$ cat src/rtl/cas_fsk_player.sv
// Cassette image player: streams bytes from a synchronous tape RAM and regenerates
// the framed FSK tape waveform, with prefetch, pause/resume and end-of-image detection.
//
// state    | meaning
// ---------+------------------------------------------------
// EMPTY    | image length is zero, play ignored
// STOPPED  | at position 0, nothing loaded, waiting for play
// LD_RD    | read strobe for the first byte is out
// LD_CAP   | first byte captured into the shift register
// RUN      | emitting bits
// PAUSED   | play dropped mid-stream, counters frozen
// END      | last frame fully emitted, waiting for rewind
module cas_fsk_player #(
   parameter int   ADDR_W     = 18,
   parameter int   HALF0      = 17775,
   parameter int   STOP_BITS  = 2,
   parameter logic IDLE_LEVEL = 1'b0
) (
   input  logic              clk_sys,
   input  logic              reset,
   input  logic              ce,
   input  logic              play,
   input  logic              rewind,
   input  logic [ADDR_W-1:0] len,
   output logic [ADDR_W-1:0] mem_addr,
   output logic              mem_rd,
   input  logic [7:0]        mem_data,
   output logic              tape_o,
   output logic [ADDR_W-1:0] pos,
   output logic [2:0]        status
);
   localparam logic [2:0] S_EMPTY   = 3'd0;
   localparam logic [2:0] S_STOPPED = 3'd1;
   localparam logic [2:0] S_RUN     = 3'd2;
   localparam logic [2:0] S_PAUSED  = 3'd3;
   localparam logic [2:0] S_END     = 3'd4;
   localparam logic [2:0] S_LD_RD   = 3'd5;
   localparam logic [2:0] S_LD_CAP  = 3'd6;

   localparam int TW = $clog2(2 * HALF0);
   localparam logic [TW-1:0] T_LAST = TW'(2 * HALF0 - 1);
   localparam logic [TW-1:0] T_HALF = TW'(HALF0);
   localparam logic [TW-1:0] T_Q1   = TW'(HALF0 / 2);
   localparam logic [TW-1:0] T_Q3   = TW'(3 * HALF0 / 2);
   localparam logic [3:0]    B_LAST  = 4'(9 + STOP_BITS - 1);
   localparam logic [3:0]    B_STOP1 = 4'(STOP_BITS - 1);

   logic [2:0]        state;
   logic [ADDR_W-1:0] len_q;
   logic [ADDR_W-1:0] pos_nxt;
   logic [7:0]        sh;
   logic [7:0]        pf_buf;
   logic              pf_pend;
   logic [3:0]        bit_d;
   logic [TW-1:0]     tick_d;
   logic              bit_val;
   logic              level;

   // tick_d counts down through the bit; bit_d counts down through the frame
   always_comb begin
      bit_val = (bit_d == B_LAST) ? 1'b0 : sh[7];
      if (bit_val)
         level = (tick_d >= T_Q3) || ((tick_d >= T_Q1) && (tick_d < T_HALF));
      else
         level = (tick_d >= T_HALF);
      pos_nxt = pos + ADDR_W'(1);
      status  = ((state == S_LD_RD) || (state == S_LD_CAP)) ? S_RUN : state;
   end

   always_ff @(posedge clk_sys) begin
      if (reset) begin
         state    <= S_EMPTY;
         len_q    <= '0;
         pos      <= '0;
         mem_addr <= '0;
         mem_rd   <= 1'b0;
         pf_pend  <= 1'b0;
         pf_buf   <= '0;
         sh       <= '0;
         bit_d    <= '0;
         tick_d   <= '0;
         tape_o   <= IDLE_LEVEL;
      end else if (rewind) begin
         state    <= (len == '0) ? S_EMPTY : S_STOPPED;
         len_q    <= len;
         pos      <= '0;
         mem_addr <= '0;
         mem_rd   <= 1'b0;
         pf_pend  <= 1'b0;
         pf_buf   <= '0;
         tape_o   <= IDLE_LEVEL;
      end else begin
         mem_rd  <= 1'b0;
         pf_pend <= mem_rd && ((state == S_RUN) || (state == S_PAUSED));
         if (pf_pend)
            pf_buf <= mem_data;
         case (state)
            S_EMPTY: tape_o <= IDLE_LEVEL;
            S_STOPPED: begin
               tape_o <= IDLE_LEVEL;
               if (play) begin
                  state    <= S_LD_RD;
                  mem_rd   <= 1'b1;
                  mem_addr <= pos;
               end
            end
            S_LD_RD: state <= S_LD_CAP;
            S_LD_CAP: begin
               sh    <= mem_data;
               bit_d <= B_LAST;
               // the capture edge doubles as the first tick of the start bit
               if (play && ce) begin
                  state  <= S_RUN;
                  tape_o <= 1'b1;
                  tick_d <= T_LAST - TW'(1);
               end else begin
                  state  <= play ? S_RUN : S_PAUSED;
                  tick_d <= T_LAST;
               end
            end
            S_RUN, S_PAUSED: begin
               if (ce && !play) begin
                  state <= S_PAUSED;
               end else if (ce) begin
                  state  <= S_RUN;
                  tape_o <= level;
                  if (bit_d == B_STOP1 && tick_d == T_LAST && pos_nxt < len_q) begin
                     mem_rd   <= 1'b1;
                     mem_addr <= pos_nxt;
                  end
                  if (tick_d != '0) begin
                     tick_d <= tick_d - TW'(1);
                  end else begin
                     tick_d <= T_LAST;
                     if (bit_d == '0) begin
                        if (pos_nxt == len_q) begin
                           state <= S_END;
                        end else begin
                           sh    <= pf_buf;
                           pos   <= pos_nxt;
                           bit_d <= B_LAST;
                        end
                     end else begin
                        bit_d <= bit_d - 4'd1;
                        if (bit_d != B_LAST)
                           sh <= {sh[6:0], 1'b1};
                     end
                  end
               end
            end
            S_END: tape_o <= IDLE_LEVEL;
            default: state <= S_EMPTY;
         endcase
      end
   end
endmodule

$ cat config.mk
export PLATFORM = sky130hd
export DESIGN_NAME = cas_fsk_player
export DESIGN_NICKNAME = d
export VERILOG_FILES = /design/src/rtl/cas_fsk_player.sv
export SDC_FILE = /design/constraint.sdc
export NUM_CORES = 1
export LEC_CHECK = 0
export BUFFER_PORTS_ARGS = -buffer_cell sky130_fd_sc_hd__buf_2
export CAP_MARGIN = 25
export CORE_UTILIZATION = 63
export DETAILED_ROUTE_END_ITERATION = 8
export GPL_TIMING_DRIVEN = 0
export PLACE_DENSITY = 0.94
export SLEW_MARGIN = 20
export SYNTH_ARGS = -nofsm -noshare
export SYNTH_HDL_FRONTEND = slang
export SYNTH_SLANG_ARGS = --single-unit
$ cat constraint.sdc
create_clock -name clk_sys -period 5.4 [get_ports clk_sys]
set_input_delay 0.54 -clock clk_sys [delete_from_list [all_inputs] [get_ports clk_sys]]
set_output_delay 0.54 -clock clk_sys [all_outputs]
set_load 0.01 [all_outputs]
==> metrics.cfg, run 1 <==
[sta]
fin_skew_ps=10.6
hold_viol=0
fin_tns_setup_ps=0
whs_ps=402
tightest_slew_ps=789
period_needed_ps=4560
relSlewSlack_pct=46.9
drv_slew=0
setup_viol=0
max_freq_ghz=0.219
rsz0062_at_grt=false
fin_crit_sh_pct=84.5

[setup_path]
slowest_stage=nor4_1
slowest_delay_ps=760
crit_path_end_kind=flop
worst_ep_arrival_time_ps=4880
crit_chain=ha_1, nand3_1, nor4_1, and3_1, xnor2_1, ha_1, nand4_1, nor4_1, nand3_1, a21oi_1, o21ai_0, a21oi_1
worst-setup-path-type=reg -> reg
critPathLaunchType=flop
cp_max_fo=8
cp_data_required_time_ps=5720

[clock_network]
postCtsHoldBufs=0
clk_latency_ps=380
post_cts_buffers=0
cts_num_sinks=96
clk_pin_slew_ps=110
cts_inserted_buffers=9
ctsResizeCount=0
clock_path_buffers=2
cts_tree=yes
root_buffer=clkbuf_8
cts-htree-levels=3

[route]
drt_pass1_iterations=6
drt-met1-wl_um=5810
vias=5239
drt_iter0_markers=380
met2_length_um=7160
wl_um=14600
top_layer=met4
avgRoutedWirePerCell_um=16.8
remaining_drc_errors=0
wl_met3_um=996
ant_nets=0
via_per_inst=6.04

[placed_design]
portBuffers=70
place.gp.congestion=0.921
hpwl_um=10800
place_area_um2=6090

[finish]
nFillCells=690
final_cell_mix=96 x dfxtp_1, 85 x buf_2, 80 x nand2_1, 80 x nor2_1, 51 x mux2i_1
postLayoutCellArea_um2=6300
finalNetCount=813
drive_gt1_share_pct=15.1
antenna_cells=0
mostFrequentLayoutCell=dfxtp_1
syn2layout_area_growth_pct=12.4

[synthesis]
synthFlopType=dfxtp_1
yosysWarnings=0
ys_ff_latch=96
syn_area_per_cell_um2=8.32
postSynthCellCount=674
synthTopCellsByArea=dfxtp_1 34%, mux2i_1 9.1%, ha_1 6.0%, xor2_1 5.6%, nand2_1 5.4%
netlist_area_um2=5610
yosysUniqueCellTypes=61
synth_nets=732
synth_top_area_share_pct=34.3
yosys.area.top_type=dfxtp_1
synth-seq-area-share_pct=34.3
synthArstFlopShare_pct=0
synth-edff-count=0

[pwr]
power_frac_clock_pct=38.0
combPwrFrac_pct=8.0
ir_drop_v=0.000140
p_sw_mw=0.355
seqPwrFrac_pct=54.0
intPower_mw=0.981
power_leakage_nw=2.72
swShare_pct=26.6
powerDensity_nw_per_um2=212

[floorplan]
die_area_um2=9280
die_height_um=96.3
coreArea_um2=8680
initial_core_util_pct=64.6
rows=34
io_pins=72
fp.dieW_um=96.3

[global_route]
grt_pass1_vias=5049
grt_overflow_total=0
grt_pass1_wl_um=23000
grt_usage_pct=32.4
antenna_found_initial=0
grt_start_max_net_pins=19

[job]
cap_violations=0

[min_path]
hp-class=in -> reg

[status]
status=completed

[cells by family (layout without fill, tap and decap cells)]
family / count (synthesis) / after routing / synth area share [%]
mux: 51 / 51 / 9.11
fa+ha+maj: 27 / 27 / 6.03
flops: 96 / 96 / 34.3
buf+inv: 73 / 159 / 5.69
simple gates: 273 / 273 / 24.8
xor+xnor: 62 / 62 / 9.69
compound gates: 92 / 92 / 10.4
[metal layers]
layer	track usage [%]	vias up
met5	0	-
met4	17.6	0
met2	55.8	235
met1	38.2	2452
met3	5.45	63
li1	-	2489
[path summary, 6_finish.rpt]
check | start | end | slack, ps | depth (start not counted)
setup reg to reg | pos[0] | sh[7] | 840 | 12
hold / removal | mem_data[3] | pf_buf[3] | 400 | 3
setup / recovery | pos[0] | sh[7] | 840 | 12
hold reg to reg | mem_addr[7] | mem_addr[7] | 470 | 2
[sequential cells by signal, summed over array words and instances, names as in the netlist]
register  flops
mem_rd        1
bit_d         4
pos          18
mem_addr     18
state         3
len_q        18
tick_d       16
pf_pend       1
pf_buf        8
sh            8
tape_o        1
[per-stage QoR]
| stage | utilization (%) | total power, mW | setup WS, ps | instances |
|---|---|---|---|---|
| 2_1_floorplan | - | 0.805 | 1940 | 674 |
| 3_3_place_gp | 70.2 | 0.837 | 1320 | 852 |
| 3_5_place_dp | 70.2 | 0.842 | 1160 | 852 |
| 4_1_cts | 72.6 | 1.33 | 988 | 868 |
| 5_1_grt | 72.6 | 1.38 | 538 | 868 |
| 6_report | 72.6 | 1.34 | 836 | 868 |
[area by class of cell]
type	count	area [um^2]	share of cell area, %
Buffer	49	229	3.63
Clock inverter	7	87.6	1.39
Multi-Input combinational cell	505	3360	53.4
Clock buffer	9	124	1.97
Sequential cell	96	1920	30.5
Tap cell	108	135	2.14
Timing Repair Buffer	70	350	5.56
Inverter	24	90.1	1.43
[critical path, delay by kind of cell, from the launching register on]
family,cells,cell delay (ps)
flip-flops,1,500
adder cells (fa/ha/maj),2,610
AND/OR/NAND/NOR,6,2420
XOR/XNOR,1,110
AO/OA/AOI/OAI,3,870
[cell usage after synthesis, drive strengths merged (2+ instances only)]
library cell,n
inv,24
clkbuf,28
ha,27
nand3b,7
o221ai,2
a31oi,2
nand2,80
and4,3
nor3b,2
a211oi,2
o21ai,16
dfxtp,96
nor4,11
o21bai,2
a21o,5
nor4b,2
and3b,2
o21a,3
a21oi,40
nand4b,2
xnor2,26
nor2,80
buf,21
xor2,36
and3,7
mux2i,51
and2,2
nand2b,4
nand4,16
nor3,12
o211ai,4
nor2b,8
o2111ai,7
or3,8
nand3,21
[power groups by stage]
stage / combinational (mW) / sequential, mW / clock [mW]
6_report: 0.107 / 0.722 / 0.508
5_1_grt: 0.116 / 0.723 / 0.541
4_1_cts: 0.105 / 0.722 / 0.504
3_5_place_dp: 0.104 / 0.738 / 0
3_3_place_gp: 0.0991 / 0.738 / 0
2_1_floorplan: 0.0688 / 0.736 / 0
Power figures use the tool's default switching activity.
==> inputs of run 2 (changes only) <==
--- a/config.mk
+++ b/config.mk
@@ -7,10 +7,10 @@
 export LEC_CHECK = 0
 export BUFFER_PORTS_ARGS = -buffer_cell sky130_fd_sc_hd__buf_2
 export CAP_MARGIN = 25
-export CORE_UTILIZATION = 63
+export CORE_UTILIZATION = 53
 export DETAILED_ROUTE_END_ITERATION = 8
 export GPL_TIMING_DRIVEN = 0
-export PLACE_DENSITY = 0.94
+export PLACE_DENSITY = 0.85
 export SLEW_MARGIN = 20
 export SYNTH_ARGS = -nofsm -noshare
 export SYNTH_HDL_FRONTEND = slang
==> constraint.sdc (replaced) <==
create_clock -name clk_sys -period 3.78 [get_ports clk_sys]
set_input_delay 0.378 -clock clk_sys [delete_from_list [all_inputs] [get_ports clk_sys]]
set_output_delay 0.378 -clock clk_sys [all_outputs]
set_load 0.01 [all_outputs]
==> run 2 against run 1 <==
  * The run now ends with DRC left
  * Maximum frequency up 30%
  * Sequential cell count unchanged
  * Setup slack worse by 580 ps
  * Non-clock buffer count unchanged
  * Critical path type unchanged
  * Largest power group unchanged
  * Highest routed layer unchanged
==> metrics.cfg, run 2 (synthesis gave the netlist of run 1 again) <==
[min_path]
hold_start=mem_data[0]
worstHoldEndpoint=pf_buf[0]
hp-class=in -> reg
hold_depth=3  ; unchanged

[clock_network]
postCtsHoldBufs=0  ; unchanged
cts_num_sinks=96  ; unchanged
post_cts_buffers=0  ; unchanged
cts_inserted_buffers=9  ; unchanged
clk_latency_ps=360  ; -20 ps
clock_path_buffers=2  ; unchanged
cts-htree-levels=3  ; unchanged
cts_tree=yes
clk_pin_slew_ps=100  ; about the same
root_buffer=clkbuf_8

[floorplan]
die_height_um=105  ; +8.8%
io_pins=72  ; unchanged
initial_core_util_pct=54.5  ; -10 points
fp.dieW_um=105  ; +8.8%
coreArea_um2=10300  ; +18%
die_area_um2=11000  ; +18%
rows=37  ; +8.8%

[setup_path]
cp-startpoint=pos[0]
crit_chain=ha_2, nand3_2, nor4_4, and3_1, xnor2_1, ha_1, nand4_1, nor4_4, nand3_1, a21o_2, o2111ai_1, a21oi_1
worst_ep_arrival_time_ps=3750  ; -1130 ps
r2r_start=pos[0]
cpLargestDelayFamily=simple AND/OR/NAND/NOR gates
timing.critical_path.mode_cell=nor4_4
critPathLaunchType=flop
crit_path_end_kind=flop
slowest_delay_ps=430  ; -330 ps
timing.critical_path.buf_inv=0  ; unchanged
r2r_slack_ps=260  ; -580 ps
slowest_stage=dfxtp_2
worst-setup-path-type=reg -> reg
regToRegEndpoint=sh[3]
r2r_cells=12  ; unchanged
cp_data_required_time_ps=4010  ; -1710 ps
cp_max_fo=8  ; unchanged

[sta]
hold_viol=0  ; unchanged
fin_crit_sh_pct=93.1  ; +8.6 points
whs_ps=273  ; -130 ps
tightest_slew_ps=749  ; -40.6 ps
max_freq_ghz=0.284  ; +30%
setup_viol=0  ; unchanged
period_needed_ps=3520  ; -1040 ps
worst_slack_ps=260  ; -576 ps
rsz0062_at_grt=false
relSlewSlack_pct=49.7  ; +2.8 points
drv_slew=0  ; unchanged
fin_skew_ps=12.9  ; +2.27 ps

[finish]
postLayoutCellArea_um2=6410  ; +1.8%
antenna_cells=0  ; unchanged
mostFrequentLayoutCell=dfxtp_1
syn2layout_area_growth_pct=14.4
regArea_um2=1920  ; +0.13%
finalNetCount=813  ; unchanged
nFillCells=892  ; +29%
drive_gt1_share_pct=16.3  ; +1.2 points
stdcell_count=895  ; +3.1%
final_cell_mix=94 x dfxtp_1, 85 x buf_2, 80 x nand2_1, 80 x nor2_1, 51 x mux2i_1
multi_input_area_um2=3430  ; +2.1%
reg.largest.list=len_q: 18 flops, mem_addr: 18 flops, pos: 18 flops

[placed_design]
place_ws_ps=-488  ; -1650 ps
portBuffers=70  ; unchanged
place.gp.congestion=0.902  ; -2.0%
hpwl_um=10900  ; +1.3%
place_inst=880  ; +3.3%
place_area_um2=6130  ; +0.58%

[global_route]
grt_start_max_net_pins=17  ; -2
grt_overflow_total=0  ; unchanged
grt_pass1_vias=5152  ; +2.0%
grt_usage_pct=27.3  ; -5.1 points
antenna_found_initial=0  ; unchanged
grt_pass1_wl_um=24200  ; +4.9%

[status]
violations=DRC
status=finished, violations left

[route]
via_per_inst=5.79  ; -4.1%
wl_um=14500  ; -0.81%
drt_iter0_markers=247  ; -35%
remaining_drc_errors=2  ; +2
ant_nets=0  ; unchanged
avgRoutedWirePerCell_um=16.2  ; -3.8%
vias=5180  ; -1.1%
drt_pass1_iterations=7  ; +1

[pwr]
power_leakage_nw=2.74  ; +0.89%
powerDensity_nw_per_um2=300  ; +42%
ir_drop_v=0.000165  ; +18%

[job]
cap_violations=0  ; unchanged

[run 2: cell type report]
type / instances / share of cell area [%]
multi-input combinational: 505 / 53.6
sequential: 96 / 30.0
timing repair buffer: 70 / 5.46
buffer: 49 / 3.57
tap: 136 / 2.65
clock buffer: 9 / 1.93
clock inverter: 6 / 1.42
inverter: 24 / 1.40
[run 2: worst max path at each step]
stage | cells after the start | slack, ps | endpoint
floorplan | 12 | 320 | sh[5]
global placement | 12 | -340 | sh[0]
detailed placement | 12 | -490 | sh[1]
CTS | 12 | 0.5 | sh[3]
global route | 12 | 40 | sh[3]
finish | 12 | 260 | sh[3]
[run 2: metrics by stage]
stage / utilization (%) / setup TNS (ps) / total power, mW
2_1_floorplan: - / 0 / 1.15
3_3_place_gp: 59.6 / -4930 / 1.20
3_5_place_dp: 59.6 / -7930 / 1.20
4_1_cts: 62.1 / 0 / 1.94
5_1_grt: 62.4 / 0 / 1.99
6_report: 62.4 / 0 / 1.93
[run 2: power by group]
part           switching (mW)  total [mW]  internal (mW)
clock                   0.366       0.740          0.374
combinational          0.0958       0.155         0.0595
sequential            0.00747        1.03           1.02
[run 2: routing by layer]
layer	part of all wire (%)	global-route usage (%)	up-vias
met5	0	0	-
met4	3.4	10.5	0
met3	5.5	5.24	46
met2	50	48.9	192
met1	41	32.1	2450
li1	-	-	2492
[run 2: worst reg2reg max path, stage by stage, from the launching register on]
cell       delay, ps
dfxtp_2          430
ha_2             270
nand3_2          200
nor4_4           410
and3_1           250
xnor2_1          100
ha_1             310
nand4_1          170
nor4_4           410
nand3_1          260
a21o_2           360
o2111ai_1        130
a21oi_1          100
[run 2: what timing repair did]
action	in CTS	in global routing
endpoints found under the setup margin	32	33
gates resized for setup	6	8
pin swaps	0	2
==> inputs of run 3 (changes only) <==
==> constraint.sdc (replaced) <==
create_clock -name clk_sys -period 2.8 [get_ports clk_sys]
set_input_delay 0.28 -clock clk_sys [delete_from_list [all_inputs] [get_ports clk_sys]]
set_output_delay 0.28 -clock clk_sys [all_outputs]
set_load 0.01 [all_outputs]
==> run 3 against run 2 <==
  * The run ends with DRC, setup timing left
  * Setup slack worse by 790 ps
  * Global-route usage rose by 1.5 points
  * Sequential share of layout area decreased by 3.1 points
  * Clock skew increased by 3.4 ps
  * Combinational power rose by 56%
  * Sequential cell count is the same
  * Clock power is 28% higher
  * Utilization grew 8.0 points
  * Die area unchanged
  * Cell count rose by 5.0%
  * Final area increased by 13%
  * Sequential power is 35% higher
==> metrics.cfg, run 3 (synthesis gave the netlist of run 1 again) <==
[setup_path]
regToRegEndpoint=pos[14]
cp_data_required_time_ps=3040  ; -970 ps
r2r_cells=15  ; +3
worst_ep_arrival_time_ps=3570  ; -180 ps
slowest_stage=or3_4
slowest_delay_ps=360  ; -70 ps
cp_max_fo=7  ; -1
crit_chain=buf_6, nand4_1, buf_4, or3_4, nor2_4, xor2_2, ha_1, nand4_1, nor4_4, buf_4, a21oi_4, buf_6, nand3_2, xor2_1, nor2_1
r2r_slack_ps=-520  ; -790 ps
worst-setup-path-type=reg -> reg
critPathLaunchType=flop
r2r_start=pos[8]
crit_path_end_kind=flop

[sta]
period_needed_ps=3320  ; -195 ps
worst_slack_ps=-525  ; -785 ps
whs_ps=146  ; -126 ps
tightest_slew_ps=1100  ; +353 ps
rsz0062_at_grt=true
max_freq_ghz=0.301  ; +5.9%
drv_slew=0  ; unchanged
relSlewSlack_pct=26.0  ; -24 points
hold_viol=0  ; unchanged
fin_crit_sh_pct=119  ; +26 points
fin_skew_ps=16.3  ; +3.41 ps
setup_viol=51  ; +51

[route]
wl_um=19000  ; +31%
ant_nets=0  ; unchanged
drt_iter0_markers=866  ; +250%
avgRoutedWirePerCell_um=20.2  ; +25%
via_per_inst=6.18  ; +6.8%
drt_pass1_iterations=7  ; unchanged
vias=5810  ; +12%
remaining_drc_errors=1  ; -1

[finish]
syn2layout_area_growth_pct=29.2
postLayoutCellArea_um2=7240  ; +13%
reg.largest.list=len_q: 18 flops, mem_addr: 18 flops, pos: 18 flops
finalNetCount=857  ; +5.4%
mostFrequentLayoutCell=dfxtp_1
fin_util_pct=70.5  ; +8.0 points
final_cell_mix=82 x dfxtp_1, 77 x nand2_1, 77 x nor2_1
drive_gt1_share_pct=29.4  ; +13 points
antenna_cells=0  ; unchanged

[global_route]
grt_pass1_vias=5078  ; -1.4%
antenna_found_initial=0  ; unchanged
grt_pass1_wl_um=25000  ; +3.5%
grt_overflow_total=0  ; unchanged
grt_usage_pct=28.8  ; +1.5 points
grt_start_max_net_pins=17  ; unchanged

[clock_network]
root_buffer=clkbuf_8
cts_tree=yes
clock_path_buffers=2  ; unchanged
cts-htree-levels=3  ; unchanged
cts_num_sinks=96  ; unchanged
cts_inserted_buffers=9  ; unchanged
clk_pin_slew_ps=100  ; about the same
clk_latency_ps=390  ; +30 ps

[min_path]
worstHoldEndpoint=pf_buf[1]
hp-class=in -> reg
hold_start=mem_data[1]
hold_depth=3  ; unchanged

[floorplan]
fp.dieW_um=105  ; unchanged
coreArea_um2=10300  ; unchanged
die_area_um2=11000  ; unchanged
initial_core_util_pct=54.5  ; unchanged
io_pins=72  ; unchanged
rows=37  ; unchanged
die_height_um=105  ; unchanged

[job]
cap_violations=0  ; unchanged

[pwr]
power_leakage_nw=3.06  ; +12%
powerDensity_nw_per_um2=356  ; +18%
ir_drop_v=0.000237  ; +44%

[placed_design]
place.gp.congestion=0.903  ; about the same
hpwl_um=10800  ; -1.0%
place_ws_ps=-566  ; -77.4 ps
portBuffers=70  ; unchanged
place_area_um2=6300  ; +2.9%

[status]
status=finished, violations left
violations=DRC, setup timing

==> run 3: final cells by class <==
type | count | area [um^2]
plain buffers | 46 | 285
clock buffers | 9 | 124
clock inverters | 7 | 72.6
fillers | 720 | 3040
inverters | 24 | 93.8
multi-input cells | 505 | 3810
flip-flops and latches | 96 | 1950
well taps | 136 | 170
repair buffers | 117 | 739
==> run 3: worst max-delay path by stage <==
stage | from | to | slack (ps) | cells past startpoint
after global routing | pos[1] | pos[14] | -690 | 14
after detailed placement | pos[11] | sh[4] | -570 | 11
after floorplan | pos[7] | sh[5] | -60 | 12
final | pos[8] | pos[14] | -520 | 15
after global placement | pos[11] | pos[7] | -490 | 13
after CTS | pos[3] | bit_d[3] | -350 | 14
==> run 3: where the power goes <==
group / internal [mW] / switching (mW) / total [mW]
sequential: 1.38 / 0.0103 / 1.39
clock: 0.413 / 0.533 / 0.946
combinational: 0.0939 / 0.148 / 0.242
total: 1.89 / 0.691 / 2.58
==> run 3: metrics by stage <==
stage,setup TNS [ps],total power [mW],std cells
floorplan,-855,1.56,674
global placement,-18390,1.62,880
detailed placement,-20850,1.63,880
CTS,-14930,2.54,911
global route,-26710,2.66,940
finish,-21430,2.58,940
==> run 3: critical path: cells and delay by family, from the launching register on <==
| kind | cells | cell delay (ps) |
|---|---|---|
| adders and majority gates | 1 | 280 |
| AOI/OAI and AO/OA | 1 | 190 |
| and+or+nand+nor | 7 | 1180 |
| DFF | 1 | 340 |
| xor gates and xnor gates | 2 | 490 |
| buffers and inverters | 4 | 700 |
==> run 3: per-layer routing <==
layer	vias to the layer above	part of all wire [%]	track usage (%)
met5	-	0	0
li1	2561	-	-
met2	431	47	47.1
met3	130	9.7	4.87
met1	2688	37	36.3
met4	0	6.1	15.2
==> run 3: repair_timing <==
item	in CTS	in global routing
endpoints found under the setup margin	50	51
hold buffers	0	0
gates cloned	1	0
buffers inserted	14	32
pin swaps	27	42
gates resized for setup	31	53
